### config.mk
export PLATFORM = sky130hd
export DESIGN_NAME = decode_queue_stage
export DESIGN_NICKNAME = d
export VERILOG_FILES = /design/src/rtl/decode_queue_stage.sv
export SDC_FILE = /design/constraint.sdc
export NUM_CORES = 1
export LEC_CHECK = 0
export CAP_MARGIN = 20
export CORE_MARGIN = 1.5
export CORE_UTILIZATION = 45
export DETAILED_ROUTE_END_ITERATION = 10
export HOLD_SLACK_MARGIN = 0.1
export PLACE_DENSITY = 0.82
export SLEW_MARGIN = 20
export SYNTH_ARGS = -nofsm -noshare
export SYNTH_HDL_FRONTEND = slang
export SYNTH_SLANG_ARGS = --single-unit
### constraint.sdc
create_clock -name clk -period 31.8 [get_ports clk]
set_clock_uncertainty 0.15 [all_clocks]
set_input_delay 7.95 -clock clk [delete_from_list [all_inputs] [get_ports clk]]
set_output_delay 7.95 -clock clk [all_outputs]
set_load 0.02 [all_outputs]
### src/rtl/decode_queue_stage.sv
// Decode stage: decoded-instruction queue with a register scoreboard gating issue.

package decode_queue_stage_pkg;

  localparam int unsigned W_OP   = 8;
  localparam int unsigned D_INFO = 10;

  // Decoded control bits carried alongside each queued instruction
  typedef struct packed {
    logic       wrsv;      // destination r0 is written; reserve it on issue
    logic       is_load;
    logic       is_store;
    logic       is_branch;
    logic [1:0] fmt;
    logic [3:0] alu_op;
  } d_info_t;

  // Opcode class in [7:6]: 00 alu, 01 load, 10 store, 11 branch
  function automatic d_info_t decode_inst(input logic [W_OP-1:0] opcode);
    d_info_t d;
    d           = '0;
    d.wrsv      = ~opcode[7];
    d.is_load   = (opcode[7:6] == 2'b01);
    d.is_store  = (opcode[7:6] == 2'b10);
    d.is_branch = (opcode[7:6] == 2'b11);
    d.fmt       = opcode[5:4];
    d.alu_op    = opcode[3:0];
    return d;
  endfunction

endpackage

module decode_queue_stage
  import decode_queue_stage_pkg::*;
#(
  parameter int unsigned WORD  = 32,
  parameter int unsigned ADDR  = 32,
  parameter int unsigned W_RD  = 4,
  parameter int unsigned W_IMM = WORD - 8 - 2*W_RD,
  parameter int unsigned DEPTH = 4,
  parameter int unsigned W_OPR = 32
) (
  input  logic                       clk,
  input  logic                       reset,
  input  logic                       v_i,
  output logic                       stall_o,
  input  logic [WORD-1:0]            inst_i,
  input  logic [ADDR-1:0]            pc_i,
  input  logic                       branch_i,
  output logic                       v_o,
  input  logic                       stall_i,
  output logic [ADDR-1:0]            pc_o,
  output logic [W_IMM-1:0]           imm_o,
  output d_info_t                    d_info_o,
  output logic [W_RD-1:0]            r0_o,
  output logic [W_RD-1:0]            r1_o,
  input  logic [W_OPR-1:0]           r_opr0_i,
  input  logic [W_OPR-1:0]           r_opr1_i,
  output logic [W_OPR-1:0]           opr0_o,
  output logic [W_OPR-1:0]           opr1_o,
  output logic                       w_reserve_o,
  input  logic                       wb_v_i,
  input  logic [W_RD-1:0]            wb_r_i,
  output logic [$clog2(DEPTH):0]     level_o
);

  localparam int unsigned PTR_W = $clog2(DEPTH);
  localparam int unsigned LVL_W = PTR_W + 1;
  localparam int unsigned NREG  = 2**W_RD;

  logic [ADDR-1:0]  pc_q   [DEPTH];
  logic [W_IMM-1:0] imm_q  [DEPTH];
  logic [W_RD-1:0]  r0_q   [DEPTH];
  logic [W_RD-1:0]  r1_q   [DEPTH];
  d_info_t          info_q [DEPTH];

  logic [PTR_W-1:0] rd_ptr_q, wr_ptr_q;
  logic [LVL_W-1:0] level_q;
  logic [NREG-1:0]  busy_q, busy_d;

  logic [W_OP-1:0]  in_op;
  logic [W_RD-1:0]  in_r0, in_r1;
  logic [W_IMM-1:0] in_imm;
  logic             enq, issue, hazard;

  // Split the incoming word into its fields, MSB first
  assign in_op  = inst_i[WORD-1 -: W_OP];
  assign in_r0  = inst_i[WORD-W_OP-1 -: W_RD];
  assign in_r1  = inst_i[WORD-W_OP-W_RD-1 -: W_RD];
  assign in_imm = inst_i[W_IMM-1:0];

  // Head view and handshake; stall_o depends only on registered level
  assign pc_o     = pc_q[rd_ptr_q];
  assign imm_o    = imm_q[rd_ptr_q];
  assign r0_o     = r0_q[rd_ptr_q];
  assign r1_o     = r1_q[rd_ptr_q];
  assign d_info_o = info_q[rd_ptr_q];
  assign level_o  = level_q;
  assign stall_o  = (level_q == LVL_W'(DEPTH));
  assign hazard   = busy_q[r0_o] | busy_q[r1_o];
  assign v_o      = (level_q != '0) & ~hazard & ~branch_i;
  assign issue    = v_o & ~stall_i;
  assign enq      = v_i & ~stall_o & ~branch_i;
  assign w_reserve_o = issue & d_info_o.wrsv;
  assign opr0_o   = r_opr0_i;
  assign opr1_o   = r_opr1_i;

  // Entry storage written at the tail
  always_ff @(posedge clk or posedge reset) begin
    if (reset) begin
      for (int i = 0; i < DEPTH; i++) begin
        pc_q[i]   <= '0;
        imm_q[i]  <= '0;
        r0_q[i]   <= '0;
        r1_q[i]   <= '0;
        info_q[i] <= '0;
      end
    end else if (enq) begin
      pc_q[wr_ptr_q]   <= pc_i;
      imm_q[wr_ptr_q]  <= in_imm;
      r0_q[wr_ptr_q]   <= in_r0;
      r1_q[wr_ptr_q]   <= in_r1;
      info_q[wr_ptr_q] <= decode_inst(in_op);
    end
  end

  // Pointers and occupancy; a branch empties the queue in one edge
  always_ff @(posedge clk or posedge reset) begin
    if (reset) begin
      rd_ptr_q <= '0;
      wr_ptr_q <= '0;
      level_q  <= '0;
    end else if (branch_i) begin
      rd_ptr_q <= '0;
      wr_ptr_q <= '0;
      level_q  <= '0;
    end else begin
      if (enq)   wr_ptr_q <= wr_ptr_q + PTR_W'(1);
      if (issue) rd_ptr_q <= rd_ptr_q + PTR_W'(1);
      if (enq && !issue)      level_q <= level_q + LVL_W'(1);
      else if (!enq && issue) level_q <= level_q - LVL_W'(1);
    end
  end

  // Scoreboard next state: writeback clears, reservation sets and wins a tie
  always_comb begin
    busy_d = busy_q;
    if (wb_v_i)      busy_d[wb_r_i] = 1'b0;
    if (w_reserve_o) busy_d[r0_o]   = 1'b1;
  end

  // Scoreboard register; survives flushes since writebacks are still in flight
  always_ff @(posedge clk or posedge reset) begin
    if (reset) busy_q <= '0;
    else       busy_q <= busy_d;
  end

endmodule
* Yosys cells after proc, flatten, opt, wreduce, memory -nomap -nowiden
Index checks and enable logic that the tools add are counted.
Storage, ports and cells: register bits 287, input port bits 138, output and inout port bits 136, word-level logic and storage cells 133
Cells by class: $add $sub $neg 4, order comparisons 8, equality and inequality tests 4, muxes and demuxes 45, bitwise logic cells 17, reductions and logical operators 11
Operator list (count):
- $bwmux W128 | 1
- $mux W32 | 3
- $mux W16 | 5
- $bmux W32 S2 | 1
- $bwmux W64 | 1
- $demux W32 S2 | 1
- $bwmux W40 | 1
- $bmux W16 S2 | 1
- $bwmux W16 | 2
- $demux W16 S2 | 1
- $mux W10 | 3
- $bmux W10 S2 | 1
- $demux W10 S2 | 1
- $mux W4 | 5
- $and A16 B16 Y16 | 1
- $bmux W4 S2 | 2
- $not A16 Y16 | 1
- $or A16 B16 Y16 | 1
- $lt A4 B5 Y1 const B | 3
- $mux W3 | 3
- $bmux W1 S4 | 2
- $demux W1 S4 | 2
- $demux W4 S2 | 1
- $ge A4 B1 Y1 const B | 2
- other kinds (18) | 44

* Depth between registers and ports, before layout
depth after elaboration 15, gate-level depth with buffers 16, mapped depth without buffers 13

* Worst setup path after synthesis
OpenSTA, ideal clock, no wires.
path type input -> output, from input port branch_i, to output port w_reserve_o, arrival 8824 ps, required time 23700 ps, slack 14876 ps, cell stages on the path 5, path buffers 0, path through a311oi_1 > nand4_1 > nor2_2 > nand2_1 > inv_1
Between the ends: word-level cells in the longest chain between the ends 4
RTL lines:
- start, declared | RTL line 49 | input logic branch_i,
- $not A1 Y1 | RTL line 101 | assign v_o = (level_q != '0) & ~hazard & ~branch_i;
- $and A1 B1 Y1 | RTL line 101
- $and A1 B1 Y1 | RTL line 102 | assign issue = v_o & ~stall_i;
- $and A1 B1 Y1 | RTL line 104 | assign w_reserve_o = issue & d_info_o.wrsv;
- end, declared | RTL line 61 | output logic w_reserve_o,
Every way passes these cells.

* Worst setup path after layout
Ends and elaborated chain as after synthesis.

==> run_results.csv <==
group,metric,value,unit
clocking,cts_max_path_buffers,3,
routing,drt_iter0_drc,467,
hold_path,whs_path_depth,2,
hold_path,hp-class,"flop to flop",
worst_setup_path,r2r_slack,26.81,ns
cells_and_area,nNetsFinal,1106,
job,max-cap-violations,0,
logic_synthesis,synth_fa_ha_area_share,0.529,%
placement,pre_cts_ws,13.19,ns
floorplanning,start_util,45.9,%
global_routing,first_global_vias,8089,
logic_synthesis,ys_top_cells_by_area,"dfrtp_1 54%, mux2_2 21%, mux4_2 11%, buf_4 3.7%, mux2i_1 1.6%",
clocking,cts_buffers,31,
sta,hold_ws,0.331,ns
global_routing,grt_start_max_net_pins,152,
placement,hpwlAfterDp,15900,µm
cells_and_area,diodes,0,
floorplanning,die_y,175,µm
logic_synthesis,ys_types,40,
sta,final-setup-viol-count,0,
sta,slew_viol_final,0,
sta,finalCritPeriodShare,58.6,%
routing,viasPerCell,5.55,
hold_path,min-delay-start,"info_q[6]",
placement,routabilityCongestion,0.865,
clocking,numClockSinks,287,
logic_synthesis,syn_avg_cell_area,14.9,µm²
worst_setup_path,cp-startpoint,"branch_i",
worst_setup_path,cp-start-kind,"primary input",
cells_and_area,drive_above_1_share,38.5,%
logic_synthesis,ys_warn_count,0,
logic_synthesis,syn_area,13200,µm²
sta,fmax,53.6,MHz
floorplanning,coreArea,28900,µm²
global_routing,grt_pass1_wl,43300,µm
hold_path,min_to,"info_q[6]",
worst_setup_path,critPathKind,"primary input to output port",
logic_synthesis,synth_xor_area_share,0.199,%
sta,worstMarginPinSlew,1.01,ns
sta,hold_viol,0,
logic_synthesis,synthMuxAreaShare,34.0,%
sta,rsz0062_at_grt,"no",
logic_synthesis,synth_top_cell_by_area,"dfrtp_1",
logic_synthesis,synthSimpleGateAreaFrac,2.64,%
clocking,post_cts_resized,0,
clocking,root_buffer,"clkbuf_16",
logic_synthesis,synth_common_cells,"287 x dfrtp_1, 249 x mux2_2, 66 x mux4_2",
clocking,htree_levels,1,
logic_synthesis,synth-edff-count,0,
power,p_leak,0.00671,µW
logic_synthesis,ys_seq_area_share,54.3,%
worst_setup_path,arrival,10.55,ns
routing,drc,0,
routing,wire_per_inst,19.7,µm
worst_setup_path,r2r_end,"level_o[2]",
logic_synthesis,synth_cells,891,
logic_synthesis,ys.flop_type,"dfrtp_1",
logic_synthesis,yosysMostFrequentCell,"dfrtp_1",
clocking,worstSkewPairLatency,0.55,ns
logic_synthesis,ys_ff_latch,287,
outcome,status,"completed",
cells_and_area,area_delta_synth_final,17.6,%
worst_setup_path,r2r_start,"rd_ptr_q[0]",
worst_setup_path,worstRegToRegCells,14,
sta,relSlewSlack,32.4,%
worst_setup_path,end_kind,"output port",
power,p_per_area,102,nW/µm²
floorplanning,dieArea,30500,µm²
global_routing,antenna_found_initial,0,
routing,first_pass_iters,4,
worst_setup_path,cp.required,23.70,ns
logic_synthesis,async_flop_share,100,%
routing,antenna_left,0,
logic_synthesis,yosysTopAreaCellShare,54.3,%
sta,tns,0,ns
global_routing,grt_overflow,0,
clocking,path_clk_slew,0.06,ns
routing,vias,7568,
logic_synthesis,synthesis.nets,1034,
clocking,post_cts_buffers,0,
routing,drt-total-wl,26900,µm
clocking,cts_hold_buf,0,
placement,numPortBuffers,145,
clocking,cts_tree,"yes",
power,ir_drop,0.0000669,V
floorplanning,pin_count,274,
global_routing,grt_use_total,17.8,%
floorplanning,chipWidth,175,µm
sta,fin_crit,18.65,ns
logic_synthesis,synth_top_family_by_area,"multiplexers",
logic_synthesis,synth_compound_area_share,2.83,%
worst_setup_path,cp_max_fo,13,
sta,fin_ws,13.15,ns
floorplanning,core.rowCount,62,
[metal layers]
metal	track usage [%]	part of all wire, %
met5	0	0
met4	3.88	1.7
met3	4.81	7.4
met2	28.5	47
met1	24.6	44
[through the flow]
step | power (µW) | util [%] | cells | cell area [µm²]
after floorplan | 1030 | - | 891 | 13200
after global placement | 1230 | 50.5 | 1314 | 14600
after detailed placement | 1250 | 50.5 | 1314 | 14600
after CTS | 1600 | 53.8 | 1364 | 15500
after global routing | 1670 | 54.0 | 1364 | 15600
final | 1580 | 54.0 | 1364 | 15600
[worst max-delay path: stages]
cell             delay (ns)
clkdlybuf4s50_1        0.62
a311oi_1               0.28
nand4_1                0.19
nor2_2                 0.50
nand2_1                0.31
inv_1                  0.10
clkdlybuf4s50_1        0.60
[cells by family after synthesis]
group | count (synthesis)
compound gates | 61
xor+xnor | 3
fa+ha+maj | 5
buf+inv | 124
flops | 287
mux | 336
simple gates | 75
[how the worst max path moves through the flow]
stage | end | slack (ns) | depth (start not counted)
global route | w_reserve_o | 12.97 | 7
CTS | w_reserve_o | 13.19 | 7
detailed placement | w_reserve_o | 13.19 | 7
floorplan | w_reserve_o | 14.88 | 5
finish | w_reserve_o | 13.15 | 7
global placement | w_reserve_o | 13.21 | 7
[cell type report]
class / instances / area, µm²
clock buffers: 45 / 918
flip-flops and latches: 287 / 7190
inverters: 13 / 61.3
fillers: 2358 / 13300
well taps: 384 / 480
repair buffers: 150 / 1490
multi-input cells: 480 / 5380
clock inverters: 5 / 53.8
[sequential cells by signal, summed over array words and instances, names as in the netlist]
| name | count |
|---|---|
| busy_q | 16 |
| imm_q | 64 |
| info_q | 40 |
| level_o | 3 |
| pc_q | 128 |
| r0_q | 16 |
| r1_q | 16 |
| rd_ptr_q | 2 |
| wr_ptr_q | 2 |
[placed cells by master (no fill, tap or decap), types with 3 or more instances in the layout]
master	instances
nand2_8	3
clkinv_2	3
nand2_1	31
mux2i_1	21
clkbuf_8	9
inv_1	10
nand2b_1	4
dfrtp_1	285
nor2_1	10
xnor2_1	3
mux2_2	249
buf_4	5
clkbuf_16	31
nand3_1	10
nand3b_1	4
mux4_2	66
o21ai_0	41
o41ai_1	6
ha_1	4
clkdlybuf4s50_1	145
clkbuf_1	5
[where the power goes]
| part | switching (µW) | internal (µW) | total, µW |
|---|---|---|---|
| Sequential | 89.9 | 525 | 615 |
| Combinational | 275 | 350 | 625 |
| Clock | 138 | 205 | 343 |
Note: power is estimated with default switching activity, not from simulation.
==> RTL change 1, RTL diff (same flow settings) <==
Put one more register stage on the output `level_o`. The value now appears one clock later. The other outputs are not delayed to match.
--- a/src/rtl/decode_queue_stage.sv
+++ b/src/rtl/decode_queue_stage.sv
@@ -95,7 +95,9 @@
   assign r0_o     = r0_q[rd_ptr_q];
   assign r1_o     = r1_q[rd_ptr_q];
   assign d_info_o = info_q[rd_ptr_q];
-  assign level_o  = level_q;
+  always_ff @(posedge clk) begin
+    level_o <= level_q;
+  end
   assign stall_o  = (level_q == LVL_W'(DEPTH));
   assign hazard   = busy_q[r0_o] | busy_q[r1_o];
   assign v_o      = (level_q != '0) & ~hazard & ~branch_i;
Behaviour: not the same (a bounded check fails within 4 cycles, from zero or initial values and one cycle with reset high).
==> RTL change 1 against the original RTL <==
Synthesized area grew 0.43%. Sequential cell count up 3. Critical endpoint unchanged. Design area up 1.5%. Via count down 0.28%. Critical path depth down 1. Highest routed layer unchanged. Total power rose by 4.6%. Worst setup slack improved by 230 ps. Routed wire length hardly changed. Final cell count up 0.22%.
==> RTL change 1: results (changes against the original RTL) <==
[placement]
place_congestion=0.818  ; -5.5%
place_hpwl_um=15800  ; -0.67%
dpl_cell_area_um2=14600  ; +0.46%
place_ws_ps=13360  ; +170 ps
dp_cells=1306  ; -0.61%
portBuffers=145  ; unchanged

[drt]
dr.first_iter.drc_count=408  ; -13%
wl_um=26900  ; about the same
route.met2.wl_um=13200  ; +5.5%
wl_met1_um=11300  ; -5.2%
via_per_inst=5.52  ; -0.50%
wl_per_cell_um=19.7  ; -0.19%
drtPass1Iterations=5  ; +1
met3_length_um=1730  ; -14%

[run_status]
status=completed

[critical_path]
critical-path-top-delay-family=buffers and inverters
slowest_delay_ps=640  ; +20 ps
worstPathMaxFanout=16  ; +3
reg2regPathDepth=10  ; -4
r2r_end=level_q[2]
rrSetupSlack_ps=26470  ; -340 ps

[global_routing]
grt_pass1_vias=8172  ; +1.0%
antenna_found_initial=1  ; +1
grt_pass1_wl_um=44000  ; +1.6%
grt_util_met3_pct=4.44  ; -0.37 points
grt_util_all_layers_pct=18.2  ; +0.35 points
grt_use_met2_pct=30.0  ; +1.5 points
grt_max_degree=132  ; -13%
met1_usage_pct=23.5  ; -1.0 points

[logic_synthesis]
avgSynthCellArea_um2=15.1  ; +1.3%
syn_nets=1026  ; -0.77%
async_reset_ff_share_pct=99.0  ; -1.0 points
ys_types=36  ; -10%
ys_top_cells_by_area=dfrtp_1, mux2_2, mux4_2
ys_seq_area_share_pct=54.5  ; +0.22 points
yosys_warnings=0  ; unchanged
yosys-top-cells-count=dfrtp_1, mux2_2, mux4_2, buf_4, o21ai_0

[min_path]
whs_path_depth=0  ; -2
hold_end=level_o[1]
min_from=level_q[1]

[clock_network]
cts_buffers=34  ; +9.7%
insertion_delay_ps=500  ; -50 ps
cts-root-buf=clkbuf_16
cts_resized=0  ; unchanged
ctsHtreeMaxLevel=2  ; +1

[final_layout]
nets=1101  ; -0.45%
layout-drive-gt1-share_pct=39.8  ; +1.3 points
nFillCells=2306  ; -2.2%

[pwr]
p_leak_nw=6.83  ; +1.8%
peakVddDrop_mv=0.0560  ; -16%

[timing]
relSlewSlack_pct=28.1  ; -4.3 points
hold_ws_ps=253  ; -77.4 ps

-- RTL change 1: changes by cell type after synthesis, moves of 3 or more --
cell	unedited run	this run
nand3_1	10	3
dfxtp_1	0	3
nand2_1	35	31
inv_1	11	5
o21ai_1	0	10
o41ai_1	6	0
buf_2	2	6
nor2_1	11	7
nand2b_1	4	8
mux2i_1	21	26
-- RTL change 1: kinds of logic (layout without fill, tap and decap cells) --
family / Yosys count / count (layout) / synth area share (%)
muxes: 342 / 342 / 34.3
adders and majority gates: 5 / 5 / 0.527
and+or+nand+nor: 67 / 67 / 2.59
DFF: 290 / 290 / 54.5
xor gates and xnor gates: 3 / 3 / 0.198
other: 0 / 1 / 0
AOI/OAI and AO/OA: 57 / 57 / 2.48
buffers and inverters: 119 / 218 / 5.39
-- RTL change 1: layout make-up --
type	count	area (µm²)	share of cell area, %
inverter	5	26.3	0.166
clock inverter	13	191	1.21
timing repair buffer	153	1520	9.58
clock buffer	47	981	6.20
sequential	290	7250	45.8
tap	384	480	3.04
multi-input combinational	474	5370	33.9
antenna	1	2.50	0.0158
-- RTL change 1: worst max-delay path by stage --
| stage | end | slack (ps) | cells after the start |
|---|---|---|---|
| floorplan | w_reserve_o | 14850 | 5 |
| global placement | w_reserve_o | 13400 | 6 |
| detailed placement | w_reserve_o | 13360 | 6 |
| CTS | w_reserve_o | 13370 | 6 |
| global route | w_reserve_o | 13200 | 6 |
| finish | w_reserve_o | 13380 | 6 |
-- RTL change 1: report_power, final --
| group | switching (W) | internal (W) | leakage (nW) |
|---|---|---|---|
| sequential | 0.0000936 | 0.000539 | 3.66 |
| combinational | 0.000266 | 0.000360 | 2.59 |
| clock | 0.000149 | 0.000249 | 0.580 |
==> RTL change 2, RTL diff (same settings) <==
Made on the original files. Set the parameter `W_RD` to 2 (it was 4).
--- a/src/rtl/decode_queue_stage.sv
+++ b/src/rtl/decode_queue_stage.sv
@@ -35,7 +35,7 @@
 #(
   parameter int unsigned WORD  = 32,
   parameter int unsigned ADDR  = 32,
-  parameter int unsigned W_RD  = 4,
+  parameter int unsigned W_RD  = 2,
   parameter int unsigned W_IMM = WORD - 8 - 2*W_RD,
   parameter int unsigned DEPTH = 4,
   parameter int unsigned W_OPR = 32
Interface: changed (resized imm_o, r0_o, r1_o and wb_r_i); port bits go from 274 to 272. No check against the original RTL was run, so the function may have changed too.
==> RTL change 2 against the original RTL <==
Routed wire length decreased by 9.7%. Critical path depth unchanged. Worst setup slack improved by 270 ps. Global-route usage decreased by 0.65 points. Combinational power decreased by 15%. Synthesized area decreased by 5.3%. Count of clock-buffer cells in the layout increased by 3. Total power decreased by 7.3%. Design area decreased by 4.8%. Sequential power decreased by 3.4%. Register-to-register slack improved by 610 ps. Sequential cell count decreased by 12. Utilization increased by 0.61 points.
==> RTL change 2: results (changes against the original RTL) <==
[run_status]
status=completed

[final_layout]
final-nonclk-buf-share_pct=10.2  ; +0.60 points
multi_input_area_um2=4930  ; -8.3%
clkCellAreaFrac_pct=6.74  ; +0.50 points
nets=1018  ; -8.0%
multi_input_cells=411  ; -14%
layout-drive-gt1-share_pct=14.8  ; -24 points
nFillCells=2197  ; -6.8%
inverters_excl_clock=8  ; -5
seq-cell-share_pct=46.5  ; +0.28 points
buffers=151  ; +0.67%
top_regs=pc_q: 128 flops, imm_q: 80 flops, info_q: 40 flops

[pwr]
switching_share_pct=31.0  ; -0.77 points
peakVddDrop_mv=0.0664  ; -0.71%
p_leak_nw=6.51  ; -3.1%

[drt]
dr.first_iter.drc_count=316  ; -32%
route.met2.wl_um=11900  ; -5.1%

[placement]
place_hpwl_um=14000  ; -12%
portBuffers=143  ; -1.4%
place_congestion=0.753  ; -13%

[global_routing]
grt_max_degree=125  ; -18%
grt_util_all_layers_pct=17.2  ; -0.65 points
grt_pass1_vias=7424  ; -8.2%
grt_util_met3_pct=4.09  ; -0.72 points
grt_use_met2_pct=29.8  ; +1.3 points

[logic_synthesis]
synth_fa_ha_area_share_pct=0.559  ; +0.029 points
synth_compound_area_share_pct=1.30  ; -1.5 points
ys_top_cells_by_area=dfrtp_1, mux2_1, mux4_2
synthXorXnorAreaFrac_pct=0.140  ; -0.059 points

[timing]
hold_ws_ps=335  ; +4.05 ps
worst_pin_slew_ps=1110  ; +96.2 ps

[clock_network]
cts_buffers=30  ; -3.2%

[min_path]
min_from=info_q[18]
hold_end=info_q[18]

[critical_path]
worstPathMaxFanout=12  ; -1
critPathArrivalTime_ps=10280  ; -270 ps

[RTL change 2: per-stage QoR]
stage | instances | cell area [µm²]
after floorplan | 806 | 12500
after CTS | 1272 | 14800
final | 1273 | 14800
after global placement | 1216 | 13800
after detailed placement | 1216 | 13800
after global routing | 1273 | 14800
[RTL change 2: critical path, delay by kind of cell]
family | cells | cell delay, ps
buf+inv | 3 | 1250
simple gates | 3 | 920
compound gates | 1 | 140
[RTL change 2: power by group through the flow]
stage | Clock [W] | Sequential, W | Combinational (W)
global route | 0.000369 | 0.000615 | 0.000566
CTS | 0.000356 | 0.000596 | 0.000537
floorplan | 0 | 0.000560 | 0.000374
global placement | 0 | 0.000590 | 0.000521
finish | 0.000345 | 0.000594 | 0.000529
detailed placement | 0 | 0.000600 | 0.000534
